## config.mk

```make
export PLATFORM = sky130hd
export DESIGN_NAME = dmem_port_arbiter
export DESIGN_NICKNAME = d
export VERILOG_FILES = /design/src/rtl/dmem_arb_pkg.sv /design/src/rtl/rd_tag_pipe.sv /design/src/rtl/dmem_port_arbiter.sv
export SDC_FILE = /design/constraint.sdc
export NUM_CORES = 1
export LEC_CHECK = 0
export CAP_MARGIN = 20
export CORE_ASPECT_RATIO = 0.9
export CORE_MARGIN = 2
export CORE_UTILIZATION = 34
export CTS_CLUSTER_DIAMETER = 40
export DETAILED_ROUTE_END_ITERATION = 8
export PLACE_DENSITY = 0.76
export SYNTH_ARGS = -nofsm -noshare
export SYNTH_HDL_FRONTEND = slang
export SYNTH_SLANG_ARGS = --single-unit
export TNS_END_PERCENT = 5
```

## constraint.sdc

```tcl
create_clock -name clock -period 1.3 [get_ports clock]
set_input_delay 0.195 -clock clock [delete_from_list [all_inputs] [get_ports clock]]
set_output_delay 0.195 -clock clock [all_outputs]
set_load 0.01 [all_outputs]
```

## src/rtl/dmem_arb_pkg.sv

```systemverilog
// Shared definitions for the dmem port arbiter.
//   - Port identifiers: processor data port and debug/loader port.
//   - Default geometry: word-address width, data width, dmem read latency.
//   - rd_tag_t: one slot of the read-return pipeline. It holds a valid bit
//     and the port that issued the read.
package dmem_arb_pkg;

    localparam logic PORT_PROC = 1'b0;
    localparam logic PORT_DBG  = 1'b1;

    localparam int DEF_ADDR_W = 12;
    localparam int DEF_DATA_W = 32;
    localparam int DEF_RD_LAT = 1;

    typedef struct packed {
        logic valid;
        logic tag;
    } rd_tag_t;

    // Round-robin pick between two requesters. The port that did not win
    // last time wins a conflict. The result is only meaningful when at
    // least one request is high.
    function automatic logic rr_pick(input logic req0, input logic req1,
                                     input logic last_gnt);
        logic win;
        if (req0 && req1) begin
            win = (last_gnt == PORT_PROC) ? PORT_DBG : PORT_PROC;
        end else if (req1) begin
            win = PORT_DBG;
        end else begin
            win = PORT_PROC;
        end
        return win;
    endfunction

endpackage

```

## src/rtl/rd_tag_pipe.sv

```systemverilog
// Shift register of read tags that tracks reads in flight through dmem.
//   clock   : system clock; the register shifts on every rising edge.
//   reset   : synchronous active-high clear of every slot.
//   push_i  : tag entering slot 0 (valid=0 when no read is issued).
//   tap_o   : slot DEPTH-2. Its tag marks the cycle in which mem_q carries
//             that read's data.
//   out_o   : slot DEPTH-1, the exiting entry. It marks the cycle in which the
//             read data is presented to the requester.
module rd_tag_pipe
    import dmem_arb_pkg::*;
#(
    parameter int DEPTH = DEF_RD_LAT + 1
) (
    input  logic    clock,
    input  logic    reset,
    input  rd_tag_t push_i,
    output rd_tag_t tap_o,
    output rd_tag_t out_o
);

    rd_tag_t stage_q [DEPTH];
    rd_tag_t stage_d [DEPTH];

    always_comb begin
        stage_d[0] = push_i;
        for (int i = 1; i < DEPTH; i++) begin
            stage_d[i] = stage_q[i-1];
        end
    end

    always_ff @(posedge clock) begin
        if (reset) begin
            for (int i = 0; i < DEPTH; i++) begin
                stage_q[i] <= '0;
            end
        end else begin
            for (int i = 0; i < DEPTH; i++) begin
                stage_q[i] <= stage_d[i];
            end
        end
    end

    assign tap_o = stage_q[DEPTH-2];
    assign out_o = stage_q[DEPTH-1];

endmodule

```

## src/rtl/dmem_port_arbiter.sv

```systemverilog
// Two-port round-robin arbiter in front of the single-port dmem syncram.
// Port 0 is the processor data port. Port 1 is the debug/loader port.
//   clock, reset        : system clock, synchronous active-high reset.
//   pN_req/wren/addr/wdata : request fields, held until pN_gnt.
//   pN_gnt              : combinational accept, at most one per cycle.
//   pN_rvalid/pN_rdata  : read return, RD_LAT+1 cycles after the grant.
//   mem_address/data/wren : registered dmem pins, loaded from the winner.
//   mem_q               : dmem read data, valid RD_LAT edges after the
//                         registered address is first presented.
module dmem_port_arbiter
    import dmem_arb_pkg::*;
#(
    parameter int ADDR_W = DEF_ADDR_W,
    parameter int DATA_W = DEF_DATA_W,
    parameter int RD_LAT = DEF_RD_LAT
) (
    input  logic              clock,
    input  logic              reset,

    input  logic              p0_req,
    input  logic              p0_wren,
    input  logic [ADDR_W-1:0] p0_addr,
    input  logic [DATA_W-1:0] p0_wdata,
    output logic              p0_gnt,
    output logic              p0_rvalid,
    output logic [DATA_W-1:0] p0_rdata,

    input  logic              p1_req,
    input  logic              p1_wren,
    input  logic [ADDR_W-1:0] p1_addr,
    input  logic [DATA_W-1:0] p1_wdata,
    output logic              p1_gnt,
    output logic              p1_rvalid,
    output logic [DATA_W-1:0] p1_rdata,

    output logic [ADDR_W-1:0] mem_address,
    output logic [DATA_W-1:0] mem_data,
    output logic              mem_wren,
    input  logic [DATA_W-1:0] mem_q
);

    logic              last_gnt_q,    last_gnt_d;
    logic [ADDR_W-1:0] mem_address_q, mem_address_d;
    logic [DATA_W-1:0] mem_data_q,    mem_data_d;
    logic              mem_wren_q,    mem_wren_d;
    logic [DATA_W-1:0] p0_rdata_q,    p0_rdata_d;
    logic [DATA_W-1:0] p1_rdata_q,    p1_rdata_d;

    logic    any_req;
    logic    winner;
    logic    gnt0;
    logic    gnt1;
    logic    win_wren;
    rd_tag_t push;
    rd_tag_t tap;
    rd_tag_t out;

    // Arbitration. Grants are held low during reset so that nothing is
    // accepted while the state is being cleared.
    always_comb begin
        any_req = (p0_req || p1_req) && !reset;
        winner  = rr_pick(p0_req, p1_req, last_gnt_q);
        gnt0    = any_req && (winner == PORT_PROC);
        gnt1    = any_req && (winner == PORT_DBG);
    end

    // Issue stage: load the winner onto the dmem pins. With no grant, only
    // wren drops and the address and data hold.
    always_comb begin
        last_gnt_d    = last_gnt_q;
        mem_address_d = mem_address_q;
        mem_data_d    = mem_data_q;
        mem_wren_d    = 1'b0;
        win_wren      = 1'b0;
        if (gnt0) begin
            mem_address_d = p0_addr;
            mem_data_d    = p0_wdata;
            mem_wren_d    = p0_wren;
            win_wren      = p0_wren;
            last_gnt_d    = PORT_PROC;
        end else if (gnt1) begin
            mem_address_d = p1_addr;
            mem_data_d    = p1_wdata;
            mem_wren_d    = p1_wren;
            win_wren      = p1_wren;
            last_gnt_d    = PORT_DBG;
        end
        push.valid = (gnt0 || gnt1) && !win_wren;
        push.tag   = winner;
    end

    // One slot per edge from grant to rvalid. The capture register below is
    // fed from the tap slot, so rdata and the exiting tag line up.
    rd_tag_pipe #(
        .DEPTH (RD_LAT + 1)
    ) u_rd_tag_pipe (
        .clock  (clock),
        .reset  (reset),
        .push_i (push),
        .tap_o  (tap),
        .out_o  (out)
    );

    // Return stage: capture mem_q only for the port that issued the read.
    // The other port keeps its last data.
    always_comb begin
        p0_rdata_d = p0_rdata_q;
        p1_rdata_d = p1_rdata_q;
        if (tap.valid && (tap.tag == PORT_PROC)) begin
            p0_rdata_d = mem_q;
        end
        if (tap.valid && (tap.tag == PORT_DBG)) begin
            p1_rdata_d = mem_q;
        end
    end

    always_ff @(posedge clock) begin
        if (reset) begin
            last_gnt_q    <= PORT_DBG;
            mem_address_q <= '0;
            mem_data_q    <= '0;
            mem_wren_q    <= 1'b0;
            p0_rdata_q    <= '0;
            p1_rdata_q    <= '0;
        end else begin
            last_gnt_q    <= last_gnt_d;
            mem_address_q <= mem_address_d;
            mem_data_q    <= mem_data_d;
            mem_wren_q    <= mem_wren_d;
            p0_rdata_q    <= p0_rdata_d;
            p1_rdata_q    <= p1_rdata_d;
        end
    end

    assign p0_gnt      = gnt0;
    assign p1_gnt      = gnt1;
    assign p0_rvalid   = out.valid && (out.tag == PORT_PROC);
    assign p1_rvalid   = out.valid && (out.tag == PORT_DBG);
    assign p0_rdata    = p0_rdata_q;
    assign p1_rdata    = p1_rdata_q;
    assign mem_address = mem_address_q;
    assign mem_data    = mem_data_q;
    assign mem_wren    = mem_wren_q;

endmodule

```

==> run_results.csv, run 1 <==
group,metric,value,unit
status,outcome,"complete, but fails checks",
status,violations,"negative setup slack",
floorplanning,die-area,13000,um^2
place,port_buffers,238,
layout,stdcell_count,864,
grt,grt_first_pass_wirelength,20700,um
yosys,syn-cell-area,4110,um^2
cts,path_clk_slew,50,ps
yosys,syn_area_per_cell,9.13,um^2
grt,grt_pass1_vias,4173,
sta,hold_viol,0,
cts,clk_latency,400,ps
drt,drt-total-wl,13300,um
cts,cts_made_buffers,17,
grt,grt-ovfl-total,0,
sta,setup_viol,47,
yosys,synth.most_common_cell,"nand2_1",
floorplanning,io_pins,239,
sta,hold_slack,290,ps
yosys,ys_warn_count,0,
critical_path,r2r-end,"mem_address[3]$_SDFFE_PP0P_",
critical_path,cp.arrival,1340,ps
sta,grt_setup_unrepaired,"true",
drt,vias,4179,
floorplanning,chipWidth,120,um
sta,skew,5.41,ps
yosys,synth_edf_count,0,
layout,drive_gt1_share,8.95,%
yosys,synth_commonest_cells,"nand2_1 (130), dfxtp_1 (114), a21oi_1 (65), and2_1 (46), a221o_1 (44)",
yosys,synth_nets,576,
yosys,synth_top_cells_by_area,"dfxtp_1 (56%), nand2_1 (12%), a221o_1 (11%), a21oi_1 (7.9%), and2_1 (7.0%)",
layout,num-fill-cells,1062,
sta,relSlewSlack,57.5,%
sta,drv_slew,0,
sta,worst_pin_slew,636,ps
floorplanning,rows,38,
critical_path,worstRegToRegCells,6,
cts,cts.sinks,114,
yosys,synthCells,450,
cts,htreeDepth,4,
drt,drc,0,
sta,fin_crit_sh,118,%
place,dp.cells,828,
drt,vias_per_cell,4.84,
critical_path,crit_path_start,"last_gnt_q$_SDFFE_PP1P_",
layout,diodes,0,
critical_path,critPathRequiredTime,1110,ps
critical_path,end_kind,"primary output",
drt,drt_iter0_markers,228,
drt,wire_per_inst,15.4,um
yosys,synth_seq_area_share,55.6,%
yosys,async_flop_share,0,%
sta,final.setup.worst_slack,-239,ps
run,cap_violations,0,
layout,multi_input_area,1680,um^2
cts,cts-root-buf,"clkbuf_16",
layout,syn_to_final_growth,77.4,%
critical_path,path_class,"reg -> out",
sta,finalSetupTns,-6920,ps
floorplanning,fp.dieH,108,um
grt,grt_util_all_layers,20.4,%
drt,antenna_left,0,
grt,antenna_found_initial,0,
critical_path,crit_end,"p1_gnt",
critical_path,worst_r2r_startpoint,"last_gnt_q$_SDFFE_PP1P_",
cts,cts_tree,"done",
power_and_ir_drop,power_density,1400,nW/um^2
layout,regArea,2280,um^2
floorplanning,core_area,11900,um^2
drt,drt-pass1-iter-count,5,
yosys,ys_ff_latch,114,
power_and_ir_drop,p_leak,0.00324,uW
yosys,yosys.area.top_type_share,55.6,%
floorplanning,start_util,34.4,%
cts,ctsHoldBuffers,0,
layout,nNetsFinal,817,
sta,fmax,650,MHz
place,hpwl,9610,um
yosys,ys.flop_type,"dfxtp_1",
sta,timing.final.crit_period,1540,ps
critical_path,worst-path-max-fanout,2,
power_and_ir_drop,vdd_ir_drop_max,0.789,mV
critical_path,r2r_slack,-180,ps
yosys,synth_top_area_cell,"dfxtp_1",
grt,grt_max_degree,56,
place,gp_congestion,0.827,
critical_path,startpoint_type,"flop",
cts,cts_buffer_depth,2,
yosys,synth_cell_type_count,20,
hold_path,hold_class,"in -> reg",
==> where the power goes <==
group          switching, uW  total [uW]  internal [uW]
clock                   1550        5250           3700
sequential              85.9        3770           3680
combinational            482        1180            697
total                   2120       10200           8070
==> registers in the layout (all words and copies together), names as in the netlist <==
register / flops
p1_rdata: 32
last_gnt_q: 1
mem_wren: 1
u_rd_tag_pipe.stage_q: 4
mem_address: 12
mem_data: 32
p0_rdata: 32
==> per-stage QoR <==
stage               setup WS, ps  utilization (%)  area, um^2  power (uW)
floorplan                   30.8                -        4110        4240
global placement            -830             55.7        6650        5070
detailed placement          -769             56.0        6680        5110
CTS                         -278             60.9        7270       10300
global route                -294             61.1        7290       10600
finish                      -239             61.1        7290       10200
==> layer usage <==
layer / part of all wire [%] / wire length [um] / track usage (%) / vias to the layer above
met3: 6.7 / 897 / 6.65 / 24
met5: 0 / 0 / 0 / -
met1: 42 / 5610 / 23.4 / 1949
met4: 2.3 / 304 / 8.82 / 0
met2: 49 / 6510 / 34.9 / 183
li1: - / - / - / 2023
==> cells by family after synthesis <==
| family | Yosys count | share of synthesized area [%] |
|---|---|---|
| AOI/OAI and AO/OA | 111 | 19.0 |
| buffers and inverters | 36 | 4.20 |
| and+or+nand+nor | 189 | 21.2 |
| DFF | 114 | 55.6 |
==> worst min-delay path by stage <==
stage                               from                                      to  slack, ps  cells after the start
2_1_floorplan                    p1_wren                     mem_wren$_SDFF_PP0_        320                      1
3_3_place_gp   p0_rdata[31]$_SDFFE_PP0P_               p0_rdata[31]$_SDFFE_PP0P_        440                      2
3_5_place_dp   p1_rdata[20]$_SDFFE_PP0P_               p1_rdata[20]$_SDFFE_PP0P_        450                      2
4_1_cts                            reset  u_rd_tag_pipe.stage_q[0][3]$_SDFF_PP0_        270                      3
5_1_grt                            reset  u_rd_tag_pipe.stage_q[0][2]$_SDFF_PP0_        290                      3
6_report                           reset  u_rd_tag_pipe.stage_q[0][3]$_SDFF_PP0_        290                      3
==> timing repair <==
item / 4_1_cts / 5_1_grt
pin swaps: 3 / 2
setup buffers: 2 / 2
resized for setup: 137 / 4
endpoints found under the setup margin: 158 / 48
==> area by class of cell <==
type                       count  share of cell area [%]
clock buffer                  23                    6.97
tap                          160                    2.75
clock inverter                 9                    2.37
timing repair buffer         258                    33.5
multi-input combinational    300                    23.1
sequential                   114                    31.3
==> critical path, stage by stage (launching register included) <==
cell	delay (ps)
dfxtp_2	310
buf_4	120
buf_6	110
nand2_4	40
and3b_2	230
buf_6	120
==> cells in the final DEF (no fill, tap or decap), types with 2 or more instances in the layout <==
cell type / instances
a21oi_1: 65
and2_1: 46
nor2b_1: 3
clkbuf_16: 17
clkinv_2: 3
clkdlybuf4s50_1: 122
bufinv_16: 5
buf_4: 14
dfxtp_1: 113
nand2_1: 129
clkbuf_8: 6
buf_2: 3
nand2b_1: 2
buf_6: 5
a221o_1: 44
dlygate4sd2_1: 110
buf_12: 2
Note: power is estimated with default switching activity, not from simulation.
==> run 2, diff against run 1 <==
SYNTH_HIERARCHICAL = 1   (was default)
==> run_results.csv, run 2 <==
group,metric,value,unit
place,dp.cells,844,
layout,num-fill-cells,1088,
layout,multi_input_area,1760,um^2
yosys,synthXorXnorAreaFrac,0,%
cts,htreeDepth,4,
drt,antenna_left,0,
cts,clk_latency,400,ps
grt,grtUsageMet2,37.3,%
place,hpwl,9600,um
floorplanning,fp.dieH,110,um
power_and_ir_drop,p_seq_share,42.0,%
critical_path,cp.arrival,1290,ps
cts,postCtsSetupBuffers,0,
layout,design_area,7210,um^2
yosys,synth_cell_type_count,28,
cts,path_clk_slew,50,ps
layout,diodes,0,
grt,antenna_found_initial,0,
yosys,synth_top_cells_by_area,"dfxtp_1 (54%), nand2_1 (12%), a221o_1 (9.3%), a21oi_1 (8.0%), and2_1 (6.4%)",
power_and_ir_drop,p_leak,0.00319,uW
sta,setup_viol,25,
layout,drive_gt1_share,8.65,%
cts,cts_made_buffers,17,
power_and_ir_drop,power_density,1230,nW/um^2
sta,relSlewSlack,51.1,%
layout,fin_util,59.7,%
yosys,syn-cell-area,4210,um^2
critical_path,path_class,"reg -> out",
critical_path,max_stage_delay,330,ps
sta,fmax,672,MHz
sta,worst_pin_slew,732,ps
sta,drv_slew,0,
power_and_ir_drop,p_sw_share,22.6,%
drt,drt-pass1-iter-count,4,
floorplanning,rows,38,
drt,wire_per_inst,15.9,um
critical_path,startpoint_type,"flop",
layout,stdcell_count,877,
grt,grtUsageMet3,8.20,%
yosys,synth_seq_area_share,54.2,%
critical_path,critPathRequiredTime,1110,ps
sta,fin_crit_sh,114,%
yosys,muxShareOfSynthArea,0,%
place,port_buffers,238,
power_and_ir_drop,totalPowerFinal,8900,uW
status,violations,"negative setup slack",
yosys,synth.most_common_cell,"nand2_1",
place,place_area,6800,um^2
yosys,ys.flop_type,"dfxtp_1",
sta,skew,5.43,ps
hold_path,whs_path_depth,3,
power_and_ir_drop,vdd_ir_drop_max,0.909,mV
place,gp_congestion,0.755,
drt,drt-total-wl,14000,um
yosys,synth_commonest_cells,"nand2_1 (131), dfxtp_1 (114), a21oi_1 (67), and2_1 (43), a221o_1 (39)",
cts,cts.sinks,114,
drt,vias,4260,
power_and_ir_drop,clock_power_share,45.5,%
yosys,synthCells,463,
yosys,synth_top_family_by_area,"simple AND/OR/NAND/NOR gates",
sta,grt_setup_unrepaired,"true",
sta,hold_viol,0,
yosys,synth_adder_area_share,0,%
power_and_ir_drop,internal_power,6890,uW
layout,layout_commonest_cell,"nand2_1",
critical_path,r2r_slack,-40,ps
floorplanning,io_pins,239,
hold_path,min_from,"mem_q[2]",
layout,most-common-layout-cells,"nand2_1 (131), clkdlybuf4s50_1 (122), dfxtp_1 (113)",
critical_path,r2r-end,"mem_address[4]$_SDFFE_PP0P_",
yosys,ys_ff_latch,114,
grt,met1_usage,22.1,%
cts,cts_buffer_depth,2,
grt,top_usage_layer,"met2",
floorplanning,start_util,34.9,%
yosys,ys_warn_count,6,
critical_path,worst-path-max-fanout,3,
critical_path,slowest_stage,"dfxtp_2",
critical_path,path_cells,"and2b_4 -> nor3_4 -> buf_6",
grt,grt_util_all_layers,20.7,%
yosys,yosys.area_share.simple,21.6,%
drt,drt_iter0_markers,250,
yosys,synth_nets,589,
critical_path,worst_r2r_startpoint,"last_gnt_q$_SDFFE_PP1P_",
run,cap_violations,0,
yosys,synth_compound_area_share,19.5,%
drt,drc,0,
layout,nNetsFinal,830,
critical_path,worstRegToRegCells,4,
power_and_ir_drop,combPwrFrac,12.6,%
floorplanning,chipWidth,121,um
cts,cts-root-buf,"clkbuf_16",
yosys,synth_edf_count,0,
sta,timing.final.crit_period,1490,ps
hold_path,min_to,"p1_rdata[2]$_SDFFE_PP0P_",
drt,vias_per_cell,4.86,
layout,syn_to_final_growth,71.1,%
sta,final.setup.worst_slack,-188,ps
grt,grt-ovfl-total,0,
yosys,yosys.area.top_type_share,54.2,%
grt,grt_first_pass_wirelength,21300,um
layout,regArea,2280,um^2
floorplanning,die-area,13300,um^2
power_and_ir_drop,p_switching,2010,uW
critical_path,end_kind,"primary output",
hold_path,hold_class,"in -> reg",
floorplanning,core_area,12100,um^2
grt,grt_pass1_vias,4317,
cts,cts_tree,"done",
yosys,synth_top_area_cell,"dfxtp_1",
yosys,syn_area_per_cell,9.10,um^2
yosys,async_flop_share,0,%
grt,grt_max_degree,75,
status,outcome,"complete, but fails checks",
-- run 2: cells by family after synthesis --
family                 count (synthesis)
AOI/OAI and AO/OA                    116
and+or+nand+nor                      194
DFF                                  114
buffers and inverters                 39
-- run 2: area by class of cell --
class | instances | area share (%)
clock inverter | 6 | 0.417
clock buffer | 26 | 6.79
sequential | 114 | 31.7
timing repair buffer | 256 | 33.7
multi-input combinational | 311 | 24.4
inverter | 4 | 0.208
tap | 160 | 2.78
-- run 2: worst max-delay path by stage --
stage / startpoint / to
final: last_gnt_q$_SDFFE_PP1P_ / p0_gnt
after CTS: last_gnt_q$_SDFFE_PP1P_ / p1_gnt
after detailed placement: p0_req / mem_data[21]$_SDFFE_PP0P_
after global placement: p0_req / mem_data[29]$_SDFFE_PP0P_
after global routing: last_gnt_q$_SDFFE_PP1P_ / p0_gnt
after floorplan: last_gnt_q$_SDFFE_PP1P_ / mem_data[10]$_SDFFE_PP0P_
-- run 2: power by group through the flow --
stage	combinational [uW]	clock, uW	sequential (uW)
detailed placement	1210	0	3800
global placement	1180	0	3810
global route	1200	4300	3750
floorplan	327	0	3870
finish	1120	4050	3740
CTS	1130	4130	3740
-- run 2: timing repair --
| item | CTS | global route |
|---|---|---|
| setup endpoints to repair | 155 | 36 |
| hold buffers | 0 | 0 |
| pin swaps | 2 | 0 |
| gates cloned | 1 | 0 |
| resized for setup | 134 | 1 |
-- run 2: worst max-delay path, delay by kind of cell (launching register included) --
kind          cells  cell delay [ps]
buf+inv           1              160
flops             1              330
simple gates      2              410
-- run 2: through the flow --
step           TNS (ps)  hold slack, ps  setup slack [ps]
3_3_place_gp     -33530             443              -757
5_1_grt           -2140             367              -243
4_1_cts           -1130             356              -211
6_report           -926             377              -188
3_5_place_dp     -36580             447              -836
2_1_floorplan         0             267              66.2
-- run 2: per-layer routing --
| metal | routed length (um) | share of wire (%) | vias up |
|---|---|---|---|
| met5 | 0 | 0 | - |
| met4 | 216 | 1.5 | 0 |
| met3 | 1300 | 9.3 | 18 |
| met2 | 7160 | 51 | 194 |
| met1 | 5290 | 38 | 1972 |
| li1 | - | - | 2076 |
